`config.mk`:
```
export PLATFORM = sky130hd
export DESIGN_NAME = watch_set_ctrl
export DESIGN_NICKNAME = d
export VERILOG_FILES = /design/src/rtl/watch_set_ctrl.sv
export SDC_FILE = /design/constraint.sdc
export NUM_CORES = 1
export LEC_CHECK = 0
export CAP_MARGIN = 20
export CELL_PAD_IN_SITES_DETAIL_PLACEMENT = 0
export CELL_PAD_IN_SITES_GLOBAL_PLACEMENT = 1
export CORE_MARGIN = 5
export CORE_UTILIZATION = 40
export CTS_CLUSTER_SIZE = 30
export DETAILED_ROUTE_END_ITERATION = 7
export MAX_ROUTING_LAYER = met4
export PLACE_DENSITY_LB_ADDON = 0.1
export SLEW_MARGIN = 20
export SYNTH_ARGS = -nofsm -noshare
export SYNTH_HDL_FRONTEND = slang
export SYNTH_SLANG_ARGS = --single-unit
```
`constraint.sdc`:
```
create_clock -name clk_cin -period 7.2 [get_ports clk_cin]
set_input_delay 2.16 -clock clk_cin [delete_from_list [all_inputs] [get_ports clk_cin]]
set_output_delay 2.16 -clock clk_cin [all_outputs]
set_load 0.01 [all_outputs]
```
`src/rtl/watch_set_ctrl.sv`:
```
// Time-setting controller for the BCD watch counter chain: freezes counting,
// edits hour/minute/second fields with inc/dec keys, then issues one load strobe.
module watch_set_ctrl #(
    parameter int unsigned BLINK_DIV   = 8,
    parameter int unsigned TIMEOUT_CYC = 64,
    parameter int unsigned CNT_W       = 16
) (
    input  logic        clk_cin,
    input  logic        rst,
    input  logic        key_mode,
    input  logic        key_inc,
    input  logic        key_dec,
    input  logic [23:0] cur_time,
    output logic        count_en,
    output logic        load,
    output logic [23:0] preset,
    output logic [1:0]  field_sel,
    output logic        blink,
    output logic        setting
);

    typedef enum logic [2:0] {
        RUN,
        SET_HOUR,
        SET_MIN,
        SET_SEC,
        LOAD
    } state_e;

    state_e           state_q;
    logic [23:0]      edit_q, edit_d;
    logic [23:0]      preset_q;
    logic             count_en_q, load_q, blink_q, setting_q;
    logic [1:0]       field_sel_q;
    logic [CNT_W-1:0] blink_cnt_q, blink_cnt_d, to_cnt_q;
    logic             blink_d, edit_key, timeout;

    // Two-digit BCD step with wrap at maxv in both directions.
    function automatic logic [7:0] bcd_step(input logic [7:0] v, input logic [7:0] maxv,
                                            input logic up);
        logic [7:0] r;
        if (up) begin
            if (v == maxv)              r = 8'h00;
            else if (v[3:0] == 4'd9)    r = {v[7:4] + 4'd1, 4'd0};
            else                        r = {v[7:4], v[3:0] + 4'd1};
        end else begin
            if (v == 8'h00)             r = maxv;
            else if (v[3:0] == 4'd0)    r = {v[7:4] - 4'd1, 4'd9};
            else                        r = {v[7:4], v[3:0] - 4'd1};
        end
        return r;
    endfunction

    always_comb begin
        edit_key = key_inc ^ key_dec;
        timeout  = (to_cnt_q == CNT_W'(TIMEOUT_CYC - 1));
        edit_d   = edit_q;
        case (state_q)
            SET_HOUR: edit_d[23:16] = bcd_step(edit_q[23:16], 8'h23, key_inc);
            SET_MIN:  edit_d[15:8]  = bcd_step(edit_q[15:8],  8'h59, key_inc);
            SET_SEC:  edit_d[7:0]   = bcd_step(edit_q[7:0],   8'h59, key_inc);
            default:  edit_d = edit_q;
        endcase
        if (blink_cnt_q == CNT_W'(BLINK_DIV - 1)) begin
            blink_d     = ~blink_q;
            blink_cnt_d = '0;
        end else begin
            blink_d     = blink_q;
            blink_cnt_d = blink_cnt_q + CNT_W'(1);
        end
    end

    always_ff @(posedge clk_cin) begin
        if (rst) begin
            state_q     <= RUN;
            edit_q      <= '0;
            preset_q    <= '0;
            count_en_q  <= 1'b1;
            load_q      <= 1'b0;
            field_sel_q <= '0;
            blink_q     <= 1'b0;
            setting_q   <= 1'b0;
            blink_cnt_q <= '0;
            to_cnt_q    <= '0;
        end else begin
            case (state_q)
                RUN: begin
                    if (key_mode) begin
                        state_q     <= SET_HOUR;
                        edit_q      <= cur_time;
                        count_en_q  <= 1'b0;
                        setting_q   <= 1'b1;
                        field_sel_q <= 2'd1;
                        blink_q     <= 1'b1;
                        blink_cnt_q <= '0;
                        to_cnt_q    <= '0;
                    end
                end
                SET_HOUR, SET_MIN, SET_SEC: begin
                    // mode beats inc/dec; inc+dec together only counts as key activity
                    if (key_mode) begin
                        blink_cnt_q <= '0;
                        to_cnt_q    <= '0;
                        if (state_q == SET_SEC) begin
                            state_q     <= LOAD;
                            preset_q    <= edit_q;
                            load_q      <= 1'b1;
                            field_sel_q <= '0;
                            blink_q     <= 1'b0;
                        end else begin
                            state_q     <= (state_q == SET_HOUR) ? SET_MIN : SET_SEC;
                            field_sel_q <= field_sel_q + 2'd1;
                            blink_q     <= 1'b1;
                        end
                    end else if (key_inc | key_dec) begin
                        to_cnt_q <= '0;
                        if (edit_key) begin
                            edit_q      <= edit_d;
                            blink_q     <= 1'b1;
                            blink_cnt_q <= '0;
                        end else begin
                            blink_q     <= blink_d;
                            blink_cnt_q <= blink_cnt_d;
                        end
                    end else if (timeout) begin
                        state_q     <= RUN;
                        count_en_q  <= 1'b1;
                        setting_q   <= 1'b0;
                        field_sel_q <= '0;
                        blink_q     <= 1'b0;
                        blink_cnt_q <= '0;
                        to_cnt_q    <= '0;
                    end else begin
                        to_cnt_q    <= to_cnt_q + CNT_W'(1);
                        blink_q     <= blink_d;
                        blink_cnt_q <= blink_cnt_d;
                    end
                end
                LOAD: begin
                    state_q    <= RUN;
                    load_q     <= 1'b0;
                    count_en_q <= 1'b1;
                    setting_q  <= 1'b0;
                end
                default: state_q <= RUN;
            endcase
        end
    end

    assign count_en  = count_en_q;
    assign load      = load_q;
    assign preset    = preset_q;
    assign field_sel = field_sel_q;
    assign blink     = blink_q;
    assign setting   = setting_q;

endmodule

```
# == Word-level counts from Yosys, hierarchy flattened ==
# Cells that the tools add are included.
# word_totals
out_inout_bits,30
in_bits,29
ff_bits,89
# op_classes
eq_ne,30
n_addsub,15
bitwise_logic,3
n_reduce_logical,23
mux,67
# op_table
op,count
16-bit two-way mux,9
8-bit two-way mux,18
24-bit two-way mux,4
16-bit case mux with 2 select lines,2
24-bit case mux with 2 select lines,1
16-bit by 1-bit adder with 16-bit output (second input constant),2
4-bit by 1-bit adder with 4-bit output (second input constant),6
8-bit zero test,3
4-bit inequality test (second input constant),6
8-bit AND reduction,3
4-bit by 1-bit subtractor with 4-bit output (second input constant),6
2-bit inequality test (second input constant),10
6-bit AND reduction,3
1-bit two-way mux,17
16-bit by 3-bit == test with 1-bit output (second input constant),1
16-bit by 6-bit == test with 1-bit output (second input constant),1
8-bit by 7-bit == test with 1-bit output (second input constant),2
3-bit two-way mux,5
4-bit == test (second input constant),3
4-bit zero test,3
2-bit two-way mux,5
3-bit AND reduction,3
8-bit by 6-bit == test with 1-bit output (second input constant),1
3-bit by 2-bit == test with 1-bit output (second input constant),2
other kinds (18),22

# == Logic depth before layout (Yosys ltp) ==
# Gate-level depths: netlist (run 1).
# logic_depth
ltp_word,9
depth_mapped,10

# == Worst setup path after synthesis (run 1) ==
# No wires, ideal clock.
# synth_path
path_type,input-to-reg
startpoint,input port key_inc
endpoint,register blink_cnt_q[12]
t_required_ns,7.126
path_buffers,3
arrival_time_ns,4.367
cell_stages,10
setup_slack_ns,2.759
path_cell_list,buf_2 -> buf_1 -> inv_1 -> ha_1 -> nor2b_1 -> or4_4 -> a211oi_4 -> buf_2 -> nand2_1 -> a31oi_1
# synth_between
elab_chain_len,5
# synth_lines
item,line,rtl
start: declaration,11,"input logic key_inc,"
1-bit XOR,55,edit_key = key_inc ^ key_dec;
16-bit two-way mux,117,if (edit_key) begin
16-bit two-way mux (*),115,end else if (key_inc | key_dec) begin
16-bit two-way mux (*),101,if (key_mode) begin
16-bit case mux with 2 select lines (*),86,case (state_q)
end signal: assignment,123,blink_cnt_q <= blink_cnt_d;
end signal: assignment,136,blink_cnt_q <= blink_cnt_d;
end: declaration,35,"logic [CNT_W-1:0] blink_cnt_q, blink_cnt_d, to_cnt_q;"
# Every way passes the cells marked *; elsewhere a longest branch is shown, timed or not.
# A chain may end at the register's enable or synchronous reset.

# == Final worst setup path (run 1) ==
# layout_path
startpoint,input port key_inc
endpoint,register blink_cnt_q[5]
# Same word-level chain as after synthesis.

==> results.yml, run 1 <==
status:
  outcome: "finished, final reports clean"
yosys:
  synthCells: 653
  synth_cell_types: 75
  ys_seq_area_frac: 0.342
  syn_area_per_cell_um2: 7.97
  ys.warnings.count: 0
  syn_nets: 705
  synth-seq-cells: 89
  synth-main-ff-cell: "dfxtp_1"
  async_reset_ff_frac: 0
  syn_area_mm2: 0.00520
  synth-edff-count: 0
setup_path:
  rrSetupSlack_ns: 4.67
  worstReg2RegStart: "state_q[1]$_SDFFE_PP0P_"
  path_class: "in -> reg"
  critPathLaunchType: "input port"
  crit_arrival_ns: 5.29
  slowest_stage: "a211oi_4"
  path_delay_family: "compound AO/OA/AOI/OAI gates"
  cp.buffers_inverters: 3
  rr_worst_depth: 5
  cp_max_fo: 34
  reg2reg_to: "to_cnt_q[12]$_SDFFE_PP0P_"
  required_ns: 7.47
  slowest_delay_ns: 0.75
  crit_chain: "clkdlybuf4s50_1, buf_4, inv_1, ha_1, nor2b_1, or4_4, a211oi_4, o21ai_0, a31oi_1"
  critPathCaptureType: "flip-flop"
clocking:
  postCtsSetupRepairBufs: 0
  clkLatencyLatePin_ns: 0.34
  clkTransAtPathRegs_ns: 0.06
  clk_path_buf_depth: 2
  cts.sinks: 89
  cts_buffers: 9
  cts_tree: "built"
  h-tree-depth: 3
  cts-root-buf: "clkbuf_16"
  cts-resized-gates: 0
  holdBufCountCts: 0
min_path:
  min_to: "preset[19]$_SDFFE_PP0P_"
  min_path_type: "reg -> reg"
  hold_depth: 2
  min_from: "preset[19]$_SDFFE_PP0P_"
final_layout:
  final_cell_mix: "nand2_1, dfxtp_1, nor2_1, a21oi_1, clkdlybuf4s50_1"
  final_common_cell: "nand2_1"
  nFillCells: 1279
  area_growth_pct: 17.5
  stdcell_count: 862
  multi_input_area_mm2: 0.00316
  antenna_cells: 0
  drive_above_1_share: 0.0638
  regArea_mm2: 0.00178
  final_nets: 737
route:
  antenna_left: 0
  wl_um: 13800
  first_pass_iters: 4
  drtIter0Drc: 377
  post_drt_wl_per_cell_um: 16.1
  num_vias: 4874
  post-route-drc-count: 0
  viasPerCell: 5.65
floorplanning:
  die_h_um: 124
  core_area_mm2: 0.0127
  die-area_mm2: 0.0154
  ios: 59
  die_x_um: 124
  start_util: 0.411
  rows: 41
sta:
  tightest_slew_ns: 0.928
  slew-limit-headroom: 0.375
  grt_setup_unrepaired: "false"
  setup_viol: 0
  max_freq_mhz: 199
  finClkSkew_ns: 0.00454
  finalMaxSlewViolations: 0
  tns_ns: 0
  hold_slack_ns: 0.453
  finalCriticalPeriod_ns: 5.02
  finalHoldViolations: 0
  period_share: 0.697
  setup_ws_ns: 2.18
place:
  place_congestion: 0.857
  place_ws_ns: 1.86
  hpwl_um: 9620
  dpl.cell_count: 846
  port_buffers: 58
global_route:
  antenna_found_initial: 0
  grt_pass1_wl_um: 23100
  grt_pass1_vias: 4601
  grt.total_usage: 0.194
  grt_max_degree: 41
  grt_overflow: 0
pwr:
  p_leak_uw: 0.00208
  pwr_density_cell_mw_per_mm2: 197
  vdd_drop_max_v: 0.000134
  finalPower_uw: 1210
flow_run:
  drv_cap: 0
[per-stage QoR]
| step | cell area (um^2) | util |
|---|---|---|
| floorplan | 5200 | - |
| global placement | 5840 | 0.461 |
| detailed placement | 5840 | 0.461 |
| CTS | 6110 | 0.482 |
| global route | 6120 | 0.483 |
| finish | 6120 | 0.483 |
[cell type report]
| class | count | share of cell area |
|---|---|---|
| multi-input combinational | 502 | 0.517 |
| sequential | 89 | 0.291 |
| timing repair buffer | 62 | 0.0990 |
| clock buffer | 11 | 0.0397 |
| tap | 172 | 0.0352 |
| inverter | 21 | 0.0129 |
| clock inverter | 5 | 0.00511 |
[per-layer routing]
| metal | global-route usage | share of wire | up-vias | wire length [um] |
|---|---|---|---|---|
| li1 | - | - | 2445 | - |
| met1 | 0.251 | 0.47 | 2317 | 6490 |
| met2 | 0.308 | 0.47 | 93 | 6580 |
| met3 | 0.0450 | 0.042 | 19 | 582 |
| met4 | 0.0507 | 0.014 | 0 | 199 |
| met5 | - | 0 | - | 0 |
[cells in the mapped netlist (10+ instances only)]
master | count | area share
a31oi_1 | 15 | 0.018
nand2_1 | 93 | 0.067
ha_1 | 23 | 0.055
a21oi_1 | 62 | 0.060
clkbuf_1 | 23 | 0.017
xor2_1 | 10 | 0.017
o211ai_1 | 11 | 0.016
buf_2 | 11 | 0.011
o21ai_0 | 14 | 0.013
a211oi_1 | 15 | 0.022
nand4_1 | 10 | 0.012
nor3_1 | 18 | 0.017
dfxtp_1 | 89 | 0.34
nor2_1 | 63 | 0.045
nand3_1 | 26 | 0.025
inv_1 | 21 | 0.015
[cells by family after synthesis]
kind of cell	share of synthesized area
muxes	0.0183
AOI/OAI and AO/OA	0.236
buffers and inverters	0.0524
and+or+nand+nor	0.264
DFF	0.342
xor gates and xnor gates	0.0320
adders and majority gates	0.0553
[sequential cells by signal, indices dropped and copies added, names as in the netlist]
register and cells:
field_sel 2, preset 24, setting 1, blink 1
blink_cnt_q 16, count_en 1, load 1, edit_q 24
state_q 3, to_cnt_q 16
[worst min-delay path, stage by stage (launching register included)]
cell and delay [ns]:
dfxtp_1 0.31, nand2_1 0.05, a21oi_1 0.05
[worst max-delay path by stage]
stage / start / to / slack [ns] / depth (start not counted)
after floorplan: key_inc / blink_cnt_q[12]$_SDFFE_PP0P_ / 2.76 / 10
after global placement: key_inc / blink_cnt_q[15]$_SDFFE_PP0P_ / 1.97 / 9
after detailed placement: key_inc / blink_cnt_q[15]$_SDFFE_PP0P_ / 1.86 / 9
after CTS: key_inc / blink_cnt_q[5]$_SDFFE_PP0P_ / 2.20 / 9
after global routing: key_inc / blink_cnt_q[5]$_SDFFE_PP0P_ / 1.96 / 9
final: key_inc / blink_cnt_q[5]$_SDFFE_PP0P_ / 2.18 / 9
[report_power, final]
part	switching [uW]	leakage [uW]	total (uW)	internal, uW
Clock	202	0.000135	444	242
Combinational	119	0.00122	216	97.1
Sequential	36.4	0.000723	547	510
Total	357	0.00208	1210	850
(Power assumes the default switching activity.)
==> run 2: changes to the inputs <==
--- a/config.mk
+++ b/config.mk
@@ -9,7 +9,7 @@
 export CELL_PAD_IN_SITES_DETAIL_PLACEMENT = 0
 export CELL_PAD_IN_SITES_GLOBAL_PLACEMENT = 1
 export CORE_MARGIN = 5
-export CORE_UTILIZATION = 40
+export CORE_UTILIZATION = 38
 export CTS_CLUSTER_SIZE = 30
 export DETAILED_ROUTE_END_ITERATION = 7
 export MAX_ROUTING_LAYER = met4
==> constraint.sdc (replaced) <==
create_clock -name clk_cin -period 4.5 [get_ports clk_cin]
set_input_delay 1.35 -clock clk_cin [delete_from_list [all_inputs] [get_ports clk_cin]]
set_output_delay 1.35 -clock clk_cin [all_outputs]
set_load 0.01 [all_outputs]
==> results.yml, run 2 (synthesized netlist as in run 1, its figures left out) <==
setup_path:
  slowest_delay_ns: 0.54
  required_ns: 4.78
  cp.buffers_inverters: 3
  slowest_stage: "clkdlybuf4s50_1"
  crit_arrival_ns: 3.78
  cp_max_fo: 25
  path_class: "in -> reg"
  path_delay_family: "buffers and inverters"
  critPathLaunchType: "input port"
  critPathCaptureType: "flip-flop"
  crit_chain: "clkdlybuf4s50_1, inv_1, ha_1, nor2b_1, or4_4, a211oi_4, buf_4, o21ai_0, a31oi_1"
clocking:
  cts-resized-gates: 0
  cts.sinks: 89
  cts_tree: "built"
  holdBufCountCts: 0
  postCtsSetupRepairBufs: 0
  clkTransAtPathRegs_ns: 0.07
  clkLatencyLatePin_ns: 0.35
  clk_path_buf_depth: 2
  cts-root-buf: "clkbuf_16"
  h-tree-depth: 3
  cts_buffers: 9
floorplanning:
  rows: 42
  ios: 59
  die-area_mm2: 0.0161
  core_area_mm2: 0.0133
  die_x_um: 127
  die_h_um: 127
  start_util: 0.390
route:
  drtIter0Drc: 247
  antenna_left: 0
  wl_um: 14100
  first_pass_iters: 5
  post_drt_wl_per_cell_um: 16.2
  post-route-drc-count: 0
  num_vias: 4904
  viasPerCell: 5.63
sta:
  finalHoldViolations: 0
  max_freq_mhz: 286
  hold_slack_ns: 0.455
  period_share: 0.778
  grt_setup_unrepaired: "false"
  finalCriticalPeriod_ns: 3.50
  slew-limit-headroom: 0.489
  setup_ws_ns: 0.999
  tns_ns: 0
  tightest_slew_ns: 0.758
  finalMaxSlewViolations: 0
  setup_viol: 0
  finClkSkew_ns: 0.00775
pwr:
  pwr_density_cell_mw_per_mm2: 323
  seq_power_share: 0.438
  p_int_uw: 1420
  vdd_drop_max_v: 0.000210
  clkPwrFrac: 0.388
  p_sw_uw: 579
  power_frac_comb: 0.175
  p_leak_uw: 0.00211
  swShare: 0.289
final_layout:
  final_cell_mix: "nand2_1, dfxtp_1, nor2_1, a21oi_1, clkdlybuf4s50_1"
  fin_area_mm2: 0.00619
  area_growth_pct: 18.9
  stdcell_count: 871
  final_common_cell: "nand2_1"
  antenna_cells: 0
  nFillCells: 1367
  drive_above_1_share: 0.0705
  final_nets: 742
place:
  hpwl_um: 9910
  place_ws_ns: 0.630
  port_buffers: 58
  place_area_mm2: 0.00588
  dpl.cell_count: 855
  place_congestion: 0.852
global_route:
  grt_pass1_vias: 4633
  grt_pass1_wl_um: 23300
  grt.total_usage: 0.181
  grt_max_degree: 55
  antenna_found_initial: 0
  grt_overflow: 0
flow_run:
  drv_cap: 0
status:
  outcome: "finished, final reports clean"
min_path:
  min_path_type: "reg -> reg"
run 2: changes by cell type in the layout (fill, tap and decap cells not counted):
| cell | change |
|---|---|
| clkinv_4 | +1 |
| buf_4 | +5 |
| nand3_1 | +1 |
| nand3_2 | -1 |
| bufinv_16 | +1 |
| clkinvlp_4 | +1 |
| clkinv_2 | -2 |
| clkbuf_1 | -1 |
run 2: final timing paths:
path	from	end	slack [ns]	cells after the start
worst min register to register	preset[1]$_SDFFE_PP0P_	preset[1]$_SDFFE_PP0P_	0.46	2
worst min-delay path	preset[1]$_SDFFE_PP0P_	preset[1]$_SDFFE_PP0P_	0.46	2
worst max-delay path	key_inc	blink_cnt_q[15]$_SDFFE_PP0P_	1.0	9
worst max register to register	state_q[2]$_SDFFE_PP0P_	to_cnt_q[12]$_SDFFE_PP0P_	1.92	5
run 2: layout make-up:
cell class / count / area [um^2] / area share
clock buffer: 10 / 239 / 0.0386
clock inverter: 6 / 67.6 / 0.0109
inverter: 21 / 78.8 / 0.0127
multi-input combinational: 502 / 3160 / 0.510
sequential: 89 / 1780 / 0.288
tap: 176 / 220 / 0.0356
timing repair buffer: 67 / 643 / 0.104
run 2: power groups by stage:
stage	Clock, uW	Sequential [uW]	Combinational [uW]
floorplan	0	862	276
global placement	0	893	342
detailed placement	0	893	348
CTS	803	875	351
global route	836	881	390
finish	776	875	350
run 2: tightest hold or removal path: cells and delay by family (launching register included):
kind,cells,cell delay (ns)
compound gates,1,0.05
simple gates,1,0.05
flops,1,0.31
run 2: per-layer routing:
layer / vias up / share of wire / wire length [um] / global-route usage
li1: 2451 / - / - / -
met4: 0 / 0.018 / 248 / 0.0549
met2: 84 / 0.48 / 6810 / 0.290
met5: - / 0 / 0 / -
met1: 2351 / 0.47 / 6630 / 0.227
met3: 18 / 0.029 / 415 / 0.0422
run 2: per-stage QoR:
stage	utilization	power [uW]
after detailed placement	0.441	1240
after CTS	0.464	2030
after floorplan	-	1140
after global routing	0.464	2110
final	0.464	2000
after global placement	0.441	1230
